--- src/rtl/ic_fill_unit.sv ---
// Instruction-cache line-fill controller: one burst read per miss, eight
// 32-bit beats assembled little-endian into a 256-bit line, returned with a one-cycle ack.
module ic_fill_unit (
  input  logic         clk,
  input  logic         rst_n,
  input  logic         ic_miss,
  input  logic [31:0]  ic_miss_addr,
  output logic [255:0] ic_fill_data,
  output logic         ic_miss_ack,
  output logic [31:0]  ic_miss_ack_address,
  output logic         ic_fill_err,
  output logic         mem_rd_req,
  output logic [31:0]  mem_rd_addr,
  input  logic         mem_rd_gnt,
  input  logic         mem_rvalid,
  input  logic [31:0]  mem_rdata,
  input  logic         mem_err,
  output logic [1:0]   dbg_state
);

  // Handshakes: mem_rd_req is held with a stable mem_rd_addr until the cycle
  // mem_rd_gnt is high; a beat transfers on any DATA cycle with mem_rvalid high
  // (no back-pressure); ic_miss is a level that only IDLE samples.
  typedef enum logic [1:0] {
    S_IDLE = 2'd0,
    S_REQ  = 2'd1,
    S_DATA = 2'd2,
    S_ACK  = 2'd3
  } state_e;

  state_e       state_q, state_d;
  logic [2:0]   cnt_q, cnt_d;
  logic [31:0]  addr_q, addr_d;
  logic         err_q, err_d;
  logic [255:0] line_q, line_d;

  always_ff @(posedge clk or negedge rst_n) begin
    if (!rst_n) begin
      state_q <= S_IDLE;
      cnt_q   <= 3'd0;
      addr_q  <= 32'd0;
      err_q   <= 1'b0;
      line_q  <= 256'd0;
    end else begin
      state_q <= state_d;
      cnt_q   <= cnt_d;
      addr_q  <= addr_d;
      err_q   <= err_d;
      line_q  <= line_d;
    end
  end

  always_comb begin
    state_d = state_q;
    cnt_d   = cnt_q;
    addr_d  = addr_q;
    err_d   = err_q;
    line_d  = line_q;
    case (state_q)
      S_IDLE: begin
        if (ic_miss) begin
          addr_d  = {ic_miss_addr[31:5], 5'b0};
          cnt_d   = 3'd0;
          err_d   = 1'b0;
          state_d = S_REQ;
        end
      end
      S_REQ: begin
        if (mem_rd_gnt) state_d = S_DATA;
      end
      S_DATA: begin
        if (mem_rvalid) begin
          // The old line stays visible until each slot is overwritten.
          for (int k = 0; k < 8; k++) begin
            if (cnt_q == 3'(k)) line_d[32*k +: 32] = mem_rdata;
          end
          cnt_d = cnt_q + 3'd1;
          err_d = err_q | mem_err;
          if (cnt_q == 3'd7) state_d = S_ACK;
        end
      end
      S_ACK: begin
        state_d = S_IDLE;
      end
      default: begin
        state_d = S_IDLE;
      end
    endcase
  end

  // All outputs come from registers only.
  assign mem_rd_req          = (state_q == S_REQ);
  assign mem_rd_addr         = mem_rd_req ? addr_q : 32'd0;
  assign ic_miss_ack         = (state_q == S_ACK);
  assign ic_fill_err         = ic_miss_ack & err_q;
  assign ic_fill_data        = line_q;
  assign ic_miss_ack_address = addr_q;
  assign dbg_state           = state_q;

endmodule

--- config.mk ---
export PLATFORM = sky130hd
export DESIGN_NAME = ic_fill_unit
export DESIGN_NICKNAME = d
export VERILOG_FILES = /design/src/rtl/ic_fill_unit.sv
export SDC_FILE = /design/constraint.sdc
export NUM_CORES = 1
export LEC_CHECK = 0
export BUFFER_PORTS_ARGS = -buffer_cell sky130_fd_sc_hd__clkbuf_2
export CAP_MARGIN = 10
export CORE_MARGIN = 3
export CORE_UTILIZATION = 52
export CTS_BUF_LIST = sky130_fd_sc_hd__clkbuf_2 sky130_fd_sc_hd__clkbuf_4 sky130_fd_sc_hd__clkbuf_8
export DETAILED_ROUTE_END_ITERATION = 8
export HOLD_SLACK_MARGIN = 0.05
export PLACE_DENSITY_LB_ADDON = 0.05
export SYNTH_ARGS = -nofsm -noshare
export SYNTH_HDL_FRONTEND = slang
export SYNTH_SLANG_ARGS = --single-unit
--- constraint.sdc ---
create_clock -name clk -period 2.3 [get_ports clk]
set_input_delay 0.115 -clock clk [delete_from_list [all_inputs] [get_ports clk]]
set_output_delay 0.115 -clock clk [all_outputs]
set_load 0.01 [all_outputs]
==> run summary <==
The largest single stage delay on the critical path is between 0.4 and 0.5 ns. By count the netlist is led by sky130_fd_sc_hd__dfrtp_1 (289), sky130_fd_sc_hd__mux2_2 (250), sky130_fd_sc_hd__mux2_4 (30). The number of antenna cells inserted is 0. The largest total area in the synthesized netlist belongs to sky130_fd_sc_hd__dfrtp_1. The time the final worst path needs with I/O delays and setup came out at 1.99 ns. The largest driver fanout on the critical path is 15. The number of global-route vias before repair came out at 7986. The netlist area before placement is between 10000 and 15000 um^2.

The mean post-synth cell area came out at 16.4 um^2. Once the clock tree was built, the setup fixing pass inserted 0 buffers. Setup repair after global routing left no endpoint under its margin. The routed length per placed instance is between 15 and 20 um. TritonCTS built the clock tree. The clock slew at the register clock pins of the worst setup and hold paths is 0.06 ns. The initial antenna violation count is 0.

The global-route congestion overflow total is 0. The via count came out at 7536. The number of warnings printed during yosys synthesis came out at 0. The slack of the worst reg-to-reg path came out at 0.31 ns.

The detail-routed via count per cell came out at ~5. Cells fill slightly above 70% of the core in the end. The pin count of the biggest net entering global routing came out at 78. The starting density of the core is 53.5%. The buffer depth of the longest clock path is 3. In this run the core area contains 53 standard-cell rows.

Summed over all cells, the static leakage comes to a little over 8 nW. Among all flip-flop cells after synthesis, the most frequent one is sky130_fd_sc_hd__dfrtp_1. The layout-stage area growth over the synthesis result is 35.1%. In this run, the number of DRC markers left after iteration 0 of detailed routing was around 220.

The critical path is of the reg -> reg type. The aggregate global-route resource usage came out at 24.7%. The number of distinct standard cells referenced by the synthesized netlist came out at 27.

The total count of hold-check failures in the final report is 0. In this run, post-CTS repair resized a total of 0 instances. The critical path goes through inv_1, ha_1, and2_2, nand3_4, buf_12, mux2_4. The remaining antenna violation count after routing is 0. The final setup violation count is 0. The floorplan step defined a die boundary enclosing 23700 um^2. The die span in y came out at 154 um. The cell type of the slowest stage on the worst timing path is sky130_fd_sc_hd__dfrtp_1.

By instance count, the leading cell after synthesis is sky130_fd_sc_hd__dfrtp_1. Across all setup checks in the final design, the least slack found is 0.307 ns. The floorplan step set the die width to 154 um. The flow ran to the end, and the final reports show no timing, DRC or antenna violations. The cell chosen for the clock root is sky130_fd_sc_hd__clkbuf_8. The final critical path takes up 86.6% of the cycle. The total power divided by cell area is 1290 nW/um^2. The routed design has 29400 um of wire. The share of post-route cells with drive strength above 1 is between 60% and 70%. The wire length of the first global-routing pass came out at around 46000 um. The worst setup path is captured at a flip-flop.

Setup total negative slack on the finished layout was measured at 0 ns. The first-pass detailed-route iteration total came out at 4. The cell total after placement came out at 1341. The sink count of the clock tree is 289. The area inside the core boundary came out at between 20000 and 25000 um^2.

The number of flops mapped to enable cells by yosys came out at 0. The area share of the largest cell type after synthesis is 63.5%. At the end of routability-driven placement, the weighted congestion stood at between 0.7 and 0.8. The number of storage elements in the synthesis netlist came out at between 200 and 300.

The count of buffers added on input and output ports is roughly 380. The maximum clock frequency came out at ~500 MHz. The worst IR drop on VDD is ~0.82 mV. The wire-length estimate of the detail-placed layout is ~20000 um. The post-route DRC violation count came out at 0. At the worst endpoint, the arrival time is 2.41 ns. The number of standard cells after synthesis came out at about 700.

Fill cells in the final layout number roughly 1500. In this run the worst hold path is classified as in -> async. The H-tree was split into 2 levels. Across the routed clock network, the largest skew measured is 0.0245 ns.

The number of pins with negative max-slew slack in the final report came to 0. Counting flops with an async set or reset pin after synthesis yields a share of 100%. The number of CTS-inserted buffers came out at 47.

The post-placement setup slack is 0.290 ns. The critical path required time is approximately 2.7 ns. The total number of nets in the final design is 1261. The I/O pin count is 395. The total power draw came out at 19.8 mW. The startpoint type of the worst setup path is a flip-flop. The clock insertion delay at the later pin of the skew report came out at 0.55 ns. The share of the Yosys chip area taken by registers is 63.5%. The post-route non-filler standard cell count came out at 1487. Across the run, the number of max-cap violations was 0. The number of hold buffers added after cts came out at 65. In the post-synthesis netlist, the biggest area contributors are sky130_fd_sc_hd__dfrtp_1 (63%), sky130_fd_sc_hd__mux2_2 (25%), sky130_fd_sc_hd__mux2_4 (4.0%).
-- kinds of logic after synthesis --
family	count (synthesis)	share of synthesized area [%]
multiplexers	285	29.1
adder cells (fa/ha/maj)	11	1.21
AND/OR/NAND/NOR	47	2.52
AO/OA/AOI/OAI	14	0.824
other	1	0.0329
flip-flops	289	63.5
buffers and inverters	48	2.79
-- layout make-up --
class / count / area [um^2] / share of cell area [%]
Sequential cell: 289 / 7230 / 47.0
Timing Repair Buffer: 468 / 2890 / 18.8
Multi-Input combinational cell: 367 / 3890 / 25.3
Clock inverter: 3 / 46.3 / 0.301
Tap cell: 275 / 344 / 2.24
Clock buffer: 78 / 961 / 6.24
Inverter: 7 / 26.3 / 0.171
-- routing by layer --
metal  global-route usage [%]  up-vias  wire length, um  share of wire [%]
met5                        0        -                0                  0
met4                     9.04        0              957                3.3
met3                     6.59       54             2160                7.3
met2                     40.5      302            14400                 49
met1                     31.9     3791            11900                 41
li1                         -     3389                -                  -
-- placed cells by master (no fill, tap or decap), drive strengths merged --
| cell | count |
|---|---|
| a21oi | 4 |
| a221oi | 1 |
| a2bb2oi | 3 |
| and2 | 29 |
| and3b | 1 |
| buf | 25 |
| bufinv | 1 |
| clkbuf | 456 |
| clkinv | 1 |
| conb | 10 |
| dfrtp | 289 |
| dlygate4sd3 | 65 |
| ha | 11 |
| inv | 8 |
| mux2 | 284 |
| mux2i | 1 |
| nand2 | 8 |
| nand3 | 5 |
| nor2 | 1 |
| nor2b | 3 |
| o211ai | 2 |
| o21ai | 3 |
| o221ai | 1 |
-- worst paths after layout --
kind,from,endpoint,cells past startpoint
worst max-delay path,dbg_state[0],ic_fill_data[153],6
worst min-delay path,rst_n,ic_fill_data[100],2
worst max register to register,dbg_state[0],ic_fill_data[153],6
worst min register to register,ic_fill_data[228],ic_fill_data[228],1
max in group asynchronous,rst_n,ic_fill_data[223],3
min in group clk,ic_miss_addr[19],ic_miss_ack_address[19],3
-- worst max-delay path: cells and delay by family (launching register included) --
kind / cells / cell delay (ns)
fa+ha+maj: 1 / 0.18
mux: 1 / 0.30
buf+inv: 2 / 0.37
flops: 1 / 0.42
simple gates: 2 / 0.59
-- registers in the layout (all words and copies together), names as in the netlist --
signal / count
cnt_q: 3
ic_miss_ack_address: 27
err_q: 1
ic_fill_data: 256
dbg_state: 2
-- where the power goes --
part | internal (mW) | switching [mW]
clock | 2.73 | 1.93
sequential | 7.08 | 1.13
combinational | 3.55 | 3.42
total | 13.4 | 6.48
-- through the flow --
stage               area, um^2  hold slack [ns]
floorplan                11400           -0.181
global placement         13700           0.0720
detailed placement       13700           0.0760
CTS                      15400           0.0726
finish                   15400           0.0941
global route             15400            0.108
Power figures use the tool's default switching activity.
